$ cat config.mk
export PLATFORM = sky130hd
export DESIGN_NAME = spi_master_slave
export DESIGN_NICKNAME = d
export VERILOG_FILES = /design/src/rtl/spi_pkg.sv /design/src/rtl/spi_master.sv /design/src/rtl/spi_ram.sv /design/src/rtl/spi_slave.sv /design/src/rtl/spi_master_slave.sv
export SDC_FILE = /design/constraint.sdc
export NUM_CORES = 2
export LEC_CHECK = 0
export BUFFER_PORTS_ARGS = -buffer_cell sky130_fd_sc_hd__buf_2
export CAP_MARGIN = 15
export CORE_ASPECT_RATIO = 1.5
export CORE_MARGIN = 2
export CORE_UTILIZATION = 55
export DETAILED_ROUTE_END_ITERATION = 8
export PLACE_DENSITY = 0.76
export SLEW_MARGIN = 20
export SYNTH_ARGS = -nofsm -noshare
export SYNTH_HDL_FRONTEND = slang
export SYNTH_SLANG_ARGS = --single-unit
$ cat constraint.sdc
create_clock -name clk -period 6 [get_ports clk]
set_input_delay 0.6 -clock clk [delete_from_list [all_inputs] [get_ports clk]]
set_output_delay 0.6 -clock clk [all_outputs]
set_load 0.02 [all_outputs]
$ cat src/rtl/spi_pkg.sv
// Shared widths, word type and master state encoding for the SPI link.
package spi_pkg;
  localparam int DATA_W = 24;
  localparam int ADDR_W = 5;
  localparam int DEPTH  = 32;

  typedef logic [DATA_W-1:0] word_t;

  typedef enum logic [2:0] {
    M_IDLE,
    M_LOAD,
    M_SHIFT,
    M_WRITE,
    M_GAP,
    M_STOP
  } mst_state_t;
endpackage

$ cat src/rtl/spi_master.sv
// SPI mode-0 master: walks its RAM and swaps one 24-bit word per frame with the slave.
//   state   | meaning
//   M_IDLE  | post-reset, address cleared
//   M_LOAD  | fetch word, drop csn, present MSB
//   M_SHIFT | toggle sck every CLK_DIV clk, 24 bits
//   M_WRITE | store received word, raise csn
//   M_GAP   | csn-high gap of 2*CLK_DIV clk
//   M_STOP  | all words done, idle until reset
module spi_master
  import spi_pkg::*;
#(
  parameter int CLK_DIV = 4
) (
  input  logic clk,
  input  logic rstn,
  output logic sck,
  output logic csn,
  output logic mo,
  input  logic mi
);
  localparam int TW = 16;
  localparam logic [TW-1:0] DIV_LD = TW'(CLK_DIV - 1);
  localparam logic [TW-1:0] GAP_LD = TW'(2 * CLK_DIV - 1);

  mst_state_t        state, state_nxt;
  logic [ADDR_W-1:0] addr;
  word_t             tx, rx, rd_data;
  logic [4:0]        bitcnt;
  logic [TW-1:0]     tmr;
  logic              tc, last_fall, we;

  assign tc        = (tmr == '0);
  assign last_fall = (state == M_SHIFT) && tc && sck && (bitcnt == 5'(DATA_W));
  assign we        = (state == M_WRITE);

  spi_ram ram_inst (
    .clk   (clk),
    .we    (we),
    .addr  (addr),
    .wdata (rx),
    .rdata (rd_data)
  );

  always_ff @(posedge clk or posedge rstn) begin
    if (rstn) state <= M_IDLE;
    else      state <= state_nxt;
  end

  always_comb begin
    state_nxt = state;
    case (state)
      M_IDLE:  state_nxt = M_LOAD;
      M_LOAD:  state_nxt = M_SHIFT;
      M_SHIFT: if (last_fall) state_nxt = M_WRITE;
      M_WRITE: state_nxt = M_GAP;
      M_GAP:   if (tc) state_nxt = (addr == ADDR_W'(DEPTH - 1)) ? M_STOP : M_LOAD;
      M_STOP:  state_nxt = M_STOP;
      default: state_nxt = M_IDLE;
    endcase
  end

  always_ff @(posedge clk or posedge rstn) begin
    if (rstn) begin
      sck    <= 1'b0;
      csn    <= 1'b1;
      mo     <= 1'b0;
      addr   <= '0;
      tx     <= '0;
      rx     <= '0;
      bitcnt <= '0;
      tmr    <= '0;
    end else begin
      case (state)
        M_IDLE: addr <= '0;
        M_LOAD: begin
          tx     <= rd_data;
          rx     <= '0;
          csn    <= 1'b0;
          mo     <= rd_data[DATA_W-1];
          bitcnt <= '0;
          tmr    <= DIV_LD;
        end
        M_SHIFT: begin
          if (tc) begin
            tmr <= DIV_LD;
            sck <= ~sck;
            if (!sck) begin
              rx     <= {rx[DATA_W-2:0], mi};
              bitcnt <= bitcnt + 5'd1;
            end else begin
              tx <= {tx[DATA_W-2:0], 1'b0};
              mo <= tx[DATA_W-2];
            end
          end else begin
            tmr <= tmr - TW'(1);
          end
        end
        M_WRITE: begin
          csn <= 1'b1;
          mo  <= 1'b0;
          tmr <= GAP_LD;
        end
        M_GAP: begin
          if (tc) begin
            if (addr != ADDR_W'(DEPTH - 1)) addr <= addr + ADDR_W'(1);
          end else begin
            tmr <= tmr - TW'(1);
          end
        end
        default: ;
      endcase
    end
  end
endmodule

$ cat src/rtl/spi_ram.sv
// 32 x 24 word RAM: synchronous write, asynchronous read, contents survive reset.
module spi_ram
  import spi_pkg::*;
(
  input  logic              clk,
  input  logic              we,
  input  logic [ADDR_W-1:0] addr,
  input  word_t             wdata,
  output word_t             rdata
);
  word_t mem [0:DEPTH-1];

  always_ff @(posedge clk) begin
    if (we) mem[addr] <= wdata;
  end

  assign rdata = mem[addr];
endmodule

$ cat src/rtl/spi_slave.sv
// SPI mode-0 slave: oversamples sck/csn/si on clk and swaps one RAM word per complete frame.
module spi_slave
  import spi_pkg::*;
(
  input  logic clk,
  input  logic rstn,
  input  logic sck,
  input  logic csn,
  input  logic si,
  output logic so
);
  logic [1:0]        sck_s, csn_s, si_s;
  logic              sck_d, csn_d, so_q;
  logic              sck_rise, sck_fall, csn_fall, csn_rise, we;
  logic [ADDR_W-1:0] saddr;
  logic [4:0]        bitcnt;
  word_t             tx, rx, rd_data;

  assign sck_rise = sck_s[1] & ~sck_d;
  assign sck_fall = ~sck_s[1] & sck_d;
  assign csn_fall = ~csn_s[1] & csn_d;
  assign csn_rise = csn_s[1] & ~csn_d;
  assign we       = csn_rise && (bitcnt == 5'(DATA_W));

  // Gate with the raw select so MISO is low the moment csn goes high.
  assign so = so_q & ~csn;

  spi_ram ram_inst (
    .clk   (clk),
    .we    (we),
    .addr  (saddr),
    .wdata (rx),
    .rdata (rd_data)
  );

  always_ff @(posedge clk or posedge rstn) begin
    if (rstn) begin
      sck_s  <= 2'b00;
      csn_s  <= 2'b11;
      si_s   <= 2'b00;
      sck_d  <= 1'b0;
      csn_d  <= 1'b1;
      so_q   <= 1'b0;
      saddr  <= '0;
      bitcnt <= '0;
      tx     <= '0;
      rx     <= '0;
    end else begin
      sck_s <= {sck_s[0], sck};
      csn_s <= {csn_s[0], csn};
      si_s  <= {si_s[0], si};
      sck_d <= sck_s[1];
      csn_d <= csn_s[1];
      if (csn_fall) begin
        tx     <= rd_data;
        so_q   <= rd_data[DATA_W-1];
        bitcnt <= '0;
      end else if (csn_rise) begin
        so_q <= 1'b0;
        if (we) saddr <= saddr + ADDR_W'(1);
      end else if (!csn_s[1]) begin
        if (sck_rise) begin
          rx     <= {rx[DATA_W-2:0], si_s[1]};
          bitcnt <= bitcnt + 5'd1;
        end else if (sck_fall) begin
          tx   <= {tx[DATA_W-2:0], 1'b0};
          so_q <= tx[DATA_W-2];
        end
      end
    end
  end
endmodule

$ cat src/rtl/spi_master_slave.sv
// Point-to-point SPI link: master and slave wired back to back, bus pins exposed for observation.
module spi_master_slave #(
  parameter int CLK_DIV = 4
) (
  input  logic clk,
  input  logic rstn,
  output logic sck,
  output logic csn,
  output logic mo,
  output logic so
);
  spi_master #(.CLK_DIV(CLK_DIV)) master_inst (
    .clk  (clk),
    .rstn (rstn),
    .sck  (sck),
    .csn  (csn),
    .mo   (mo),
    .mi   (so)
  );

  spi_slave slave_inst (
    .clk  (clk),
    .rstn (rstn),
    .sck  (sck),
    .csn  (csn),
    .si   (mo),
    .so   (so)
  );
endmodule

==> results.md <==
| Stage | Result | Reported |
|:---|:---|:---|
| status | Outcome | completed |
| power | Final total power | 22600 uW |
| critical path | Most numerous cell on the critical path | o21ai_0 |
| timing | Setup skew after layout | 0.0257 ns |
| timing | Final hold violation count | 0 |
| critical path | Critical Path RT | 6.69 ns |
| timing | Post-route fraction of the period consumed by the critical path | 63.5% |
| global route | Total grt overflow | 0 |
| critical path | Cell family with the largest share of critical-path delay | compound AO/OA/AOI/OAI gates |
| critical path | Max Fanout on Critical Path | 25 |
| cts | Number of CTS-inserted buffers | 151 |
| global route | Via count of the first global-routing pass | 33709 |
| critical path | CP peak stage delay | 1.11 ns |
| cts | Maximum level of the CTS H-tree | 4 |
| floorplan | Number of ports placed on the die boundary | 6 |
| synth | Seq cells post-synth | 1681 |
| critical path | Terminus of the critical flop-to-flop path | master_inst.tx[19] |
| cts | Number of buffers inserted to repair setup after CTS | 0 |
| cells and area | Fraction of the core area covered by cells at the end of the flow | 61.9% |
| synth | Share of flip-flops with an asynchronous set or reset after synthesis | 8.63% |
| place | Count of input and output buffers | 5 |
| floorplan | Initial core utilization | 55.3% |
| cts | Buffer levels on the longest clock path | 3 |
| place | DP HPWL | 87.3 mm |
| timing | Highest clock frequency the design can meet | 0.262 GHz |
| place | Post-Place Worst Slack | 2.50 ns |
| timing | Setup repair after global routing missed its margin | no |
| cells and area | Nets | 3332 |
| floorplan | Vertical die dimension | 424 um |
| critical path | Startpoint of the most critical register-to-register path | master_inst.tmr[1] |
| critical path | Setup crit end | master_inst.tx[19] |
| synth | Main area contributors after synthesis | edfxtp_1 (71%), mux4_2 (12%), dfrtp_1 (5.4%) |
| routing | Total vias in the final route | 33106 |
| place | Routability-driven placement congestion ratio | 0.848 |
| routing | Detailed-route wire length per cell | 31.7 um |
| synth | Number of cells produced by synthesis | 3240 |
| cells and area | Fraction of final layout cells with drive strength greater than 1 | 25.5% |
| critical path | Worst-case register-to-register setup slack | 2.19 ns |
| cts | Clock root buffer | clkbuf_16 |
| synth | Synth cell count leaders | edfxtp_1 (1536), mux4_2 (334), nand2_1 (159) |
| floorplan | Area of the core region | 117000 um2 |
| power | Power Dens Cells | 312 nW/um2 |
| global route | Initial antenna violation count | 2 |
| critical path | Slowest stage cell on the critical path | o21ai_0 |
| cells and area | Area Growth Syn to Fin | 11.9% |
| critical path | Startpoint type of the worst setup path | flop |
| critical path | Cells on worst reg2reg path | 7 |
| timing | Number of endpoints failing setup at the final stage | 0 |
| routing | DRT antenna net count | 0 |
| synth | Sequential area share after synthesis | 76.8% |
| cts | Clock edge transition at the registers on the reported setup and hold paths | 0.06 ns |
| critical path | CP Cell Sequence | inv_1, ha_1, nor4b_1, nand4_4, o21ai_0, o21ai_0, o21ai_0 |
| synth | Post-Syn Area | 64800 um2 |
| synth | Number of warnings printed during yosys synthesis | 0 |
| timing | Worst-margin pin slew | 1.23 ns |
| floorplan | Number of placement rows | 154 |
| critical path | Levels on crit path | 7 |
| critical path | Worst path bufs/invs | 1 |
| synth | Post-synthesis area per instance | 20.0 um2 |
| synth | Most used flip-flop cell after synthesis | edfxtp_1 |
| critical path | Origin of the worst setup path | master_inst.tmr[1] |
| cells and area | Fill cells | 7859 |
| global route | Global-route wire length before repair | 228 mm |
| synth | Count of flip-flops with a built-in enable after synthesis | 1536 |
| synth | Area share of the leading cell type in the synthesized netlist | 71.1% |
| routing | Remaining routing DRC violations | 0 |
| timing | Setup TNS | 0 ns |
| routing | Total Wirelength | 158 mm |
| routing | Router iterations before antenna repair | 6 |
| global route | Gr usage total | 26.4% |
| critical path | Worst Setup End Kind | flop |
| routing | Initial detailed-routing violation count | 4055 |
| global route | Largest net degree at the start of global routing | 167 |
| routing | Routed vias/inst | 6.62 |
| timing | Final Max Slew Viols | 0 |
| timing | Final critical delay including setup and external delays | 3.81 ns |
| critical path | Arr. time, crit path | 4.50 ns |
| synth | Most frequently used cell type in the post-synthesis netlist | edfxtp_1 |
| floorplan | Chip Width | 284 um |
| floorplan | Die Outline Area | 121000 um2 |
| cells and area | ANT cells | 0 |
| cts | Clock latency of the later-clocked register in the worst-skew pair | 0.79 ns |
| cts | Num Clock Sinks | 1681 |
| cts | TritonCTS clock tree | built |
| flow run | Max-capacitance violation count | 0 |
| critical path | Kind of critical path | reg -> reg |
| hold path | Type of the tightest min-delay check | reg -> reg |
| synth | Post-Synthesis Net Count | 3261 |
| power | Largest voltage drop on the vdd net | 292 uV |
| synth | Top cell type by total area after synthesis | edfxtp_1 |
| synth | Synth cell types | 65 |
| power | Leakage power of the design | 0.0182 uW |
| timing | Headroom to the max-slew limit | 17.0% |
| timing | Worst path setup slack after routing | 2.19 ns |
==> power breakdown <==
group	total, uW	switching [uW]	internal [uW]
logic	26.0	24.3	1.68
registers	12600	0	12600
clock network	10000	4210	5790
==> sequential cells by signal, summed over array words and instances, names as in the netlist <==
signal                    cells
master_inst.ram_inst.mem    768
slave_inst.sck_d              1
master_inst.sck               1
master_inst.bitcnt            5
slave_inst.rx                24
slave_inst.csn_d              1
master_inst.tmr              16
slave_inst.si_s               2
master_inst.state             3
slave_inst.bitcnt             5
slave_inst.tx                23
master_inst.mo                1
master_inst.csn               1
master_inst.tx               23
slave_inst.sck_s              2
slave_inst.csn_s              2
slave_inst.ram_inst.mem     768
master_inst.rx               24
master_inst.addr              5
slave_inst.saddr              5
slave_inst.so_q               1
==> layer usage <==
layer | wire, um | GRT usage, %
met2 | 82600 | 45.9
met5 | 23 | 0
met4 | 10200 | 15.8
met1 | 52300 | 30.8
met3 | 13200 | 4.82
==> area by class of cell <==
class | instances | area (um2) | area share (%)
sequential | 1681 | 49800 | 68.7
inverter | 18 | 72.6 | 0.100
multi-input combinational | 1356 | 14600 | 20.2
clock buffer | 195 | 4140 | 5.71
tap | 1560 | 1950 | 2.69
timing repair buffer | 103 | 935 | 1.29
clock inverter | 85 | 990 | 1.36
==> metrics by stage <==
step,hold WS (ns),instances,cell area [um2]
finish,0.359,4998,72500
global route,0.362,4998,72500
CTS,0.359,4994,72400
detailed placement,0.343,4713,67300
global placement,0.334,4708,67200
floorplan,0.331,3240,64800
==> placed cells by master (no fill, tap or decap), types with 49 or more instances in the layout <==
| cell | n |
|---|---|
| buf_4 | 83 |
| edfxtp_1 | 1536 |
| mux4_2 | 334 |
| dfrtp_1 | 117 |
| clkbuf_16 | 155 |
| a22oi_1 | 132 |
| nand3_1 | 54 |
| o22ai_1 | 71 |
| nand2_1 | 159 |
| o21ai_0 | 87 |
| nor2_1 | 49 |
| mux2_2 | 100 |
==> worst min-delay path by stage <==
stage          cells after the start                  end           startpoint
2_1_floorplan                      0  slave_inst.sck_s[1]  slave_inst.sck_s[0]
3_3_place_gp                       0  slave_inst.sck_s[1]  slave_inst.sck_s[0]
3_5_place_dp                       0  slave_inst.sck_s[1]  slave_inst.sck_s[0]
4_1_cts                            0  slave_inst.csn_s[1]  slave_inst.csn_s[0]
5_1_grt                            0  slave_inst.csn_s[1]  slave_inst.csn_s[0]
6_report                           0  slave_inst.csn_s[1]  slave_inst.csn_s[0]
==> logic make-up (layout without fill, tap and decap cells) <==
kind of cell	count (synthesis)	count (layout)	share of synthesized area, %
AND/OR/NAND/NOR	457	457	3.40
multiplexers	468	468	13.9
AO/OA/AOI/OAI	401	401	4.17
buffers and inverters	203	401	1.29
XOR/XNOR	11	11	0.149
flip-flops	1681	1681	76.8
adder cells (fa/ha/maj)	19	19	0.367
==> worst register-to-register path, delay by kind of cell (launching register included) <==
kind	cells	cell delay [ns]
compound gates	3	2.18
simple gates	2	0.85
flops	1	0.43
fa+ha+maj	1	0.15
buf+inv	1	0.12
==> what timing repair did <==
item | in CTS | in global routing
resized for setup | 0 | 0
hold buffers | 1 | 0
endpoints found under the hold margin | 62 | 0
(Power assumes the default switching activity.)
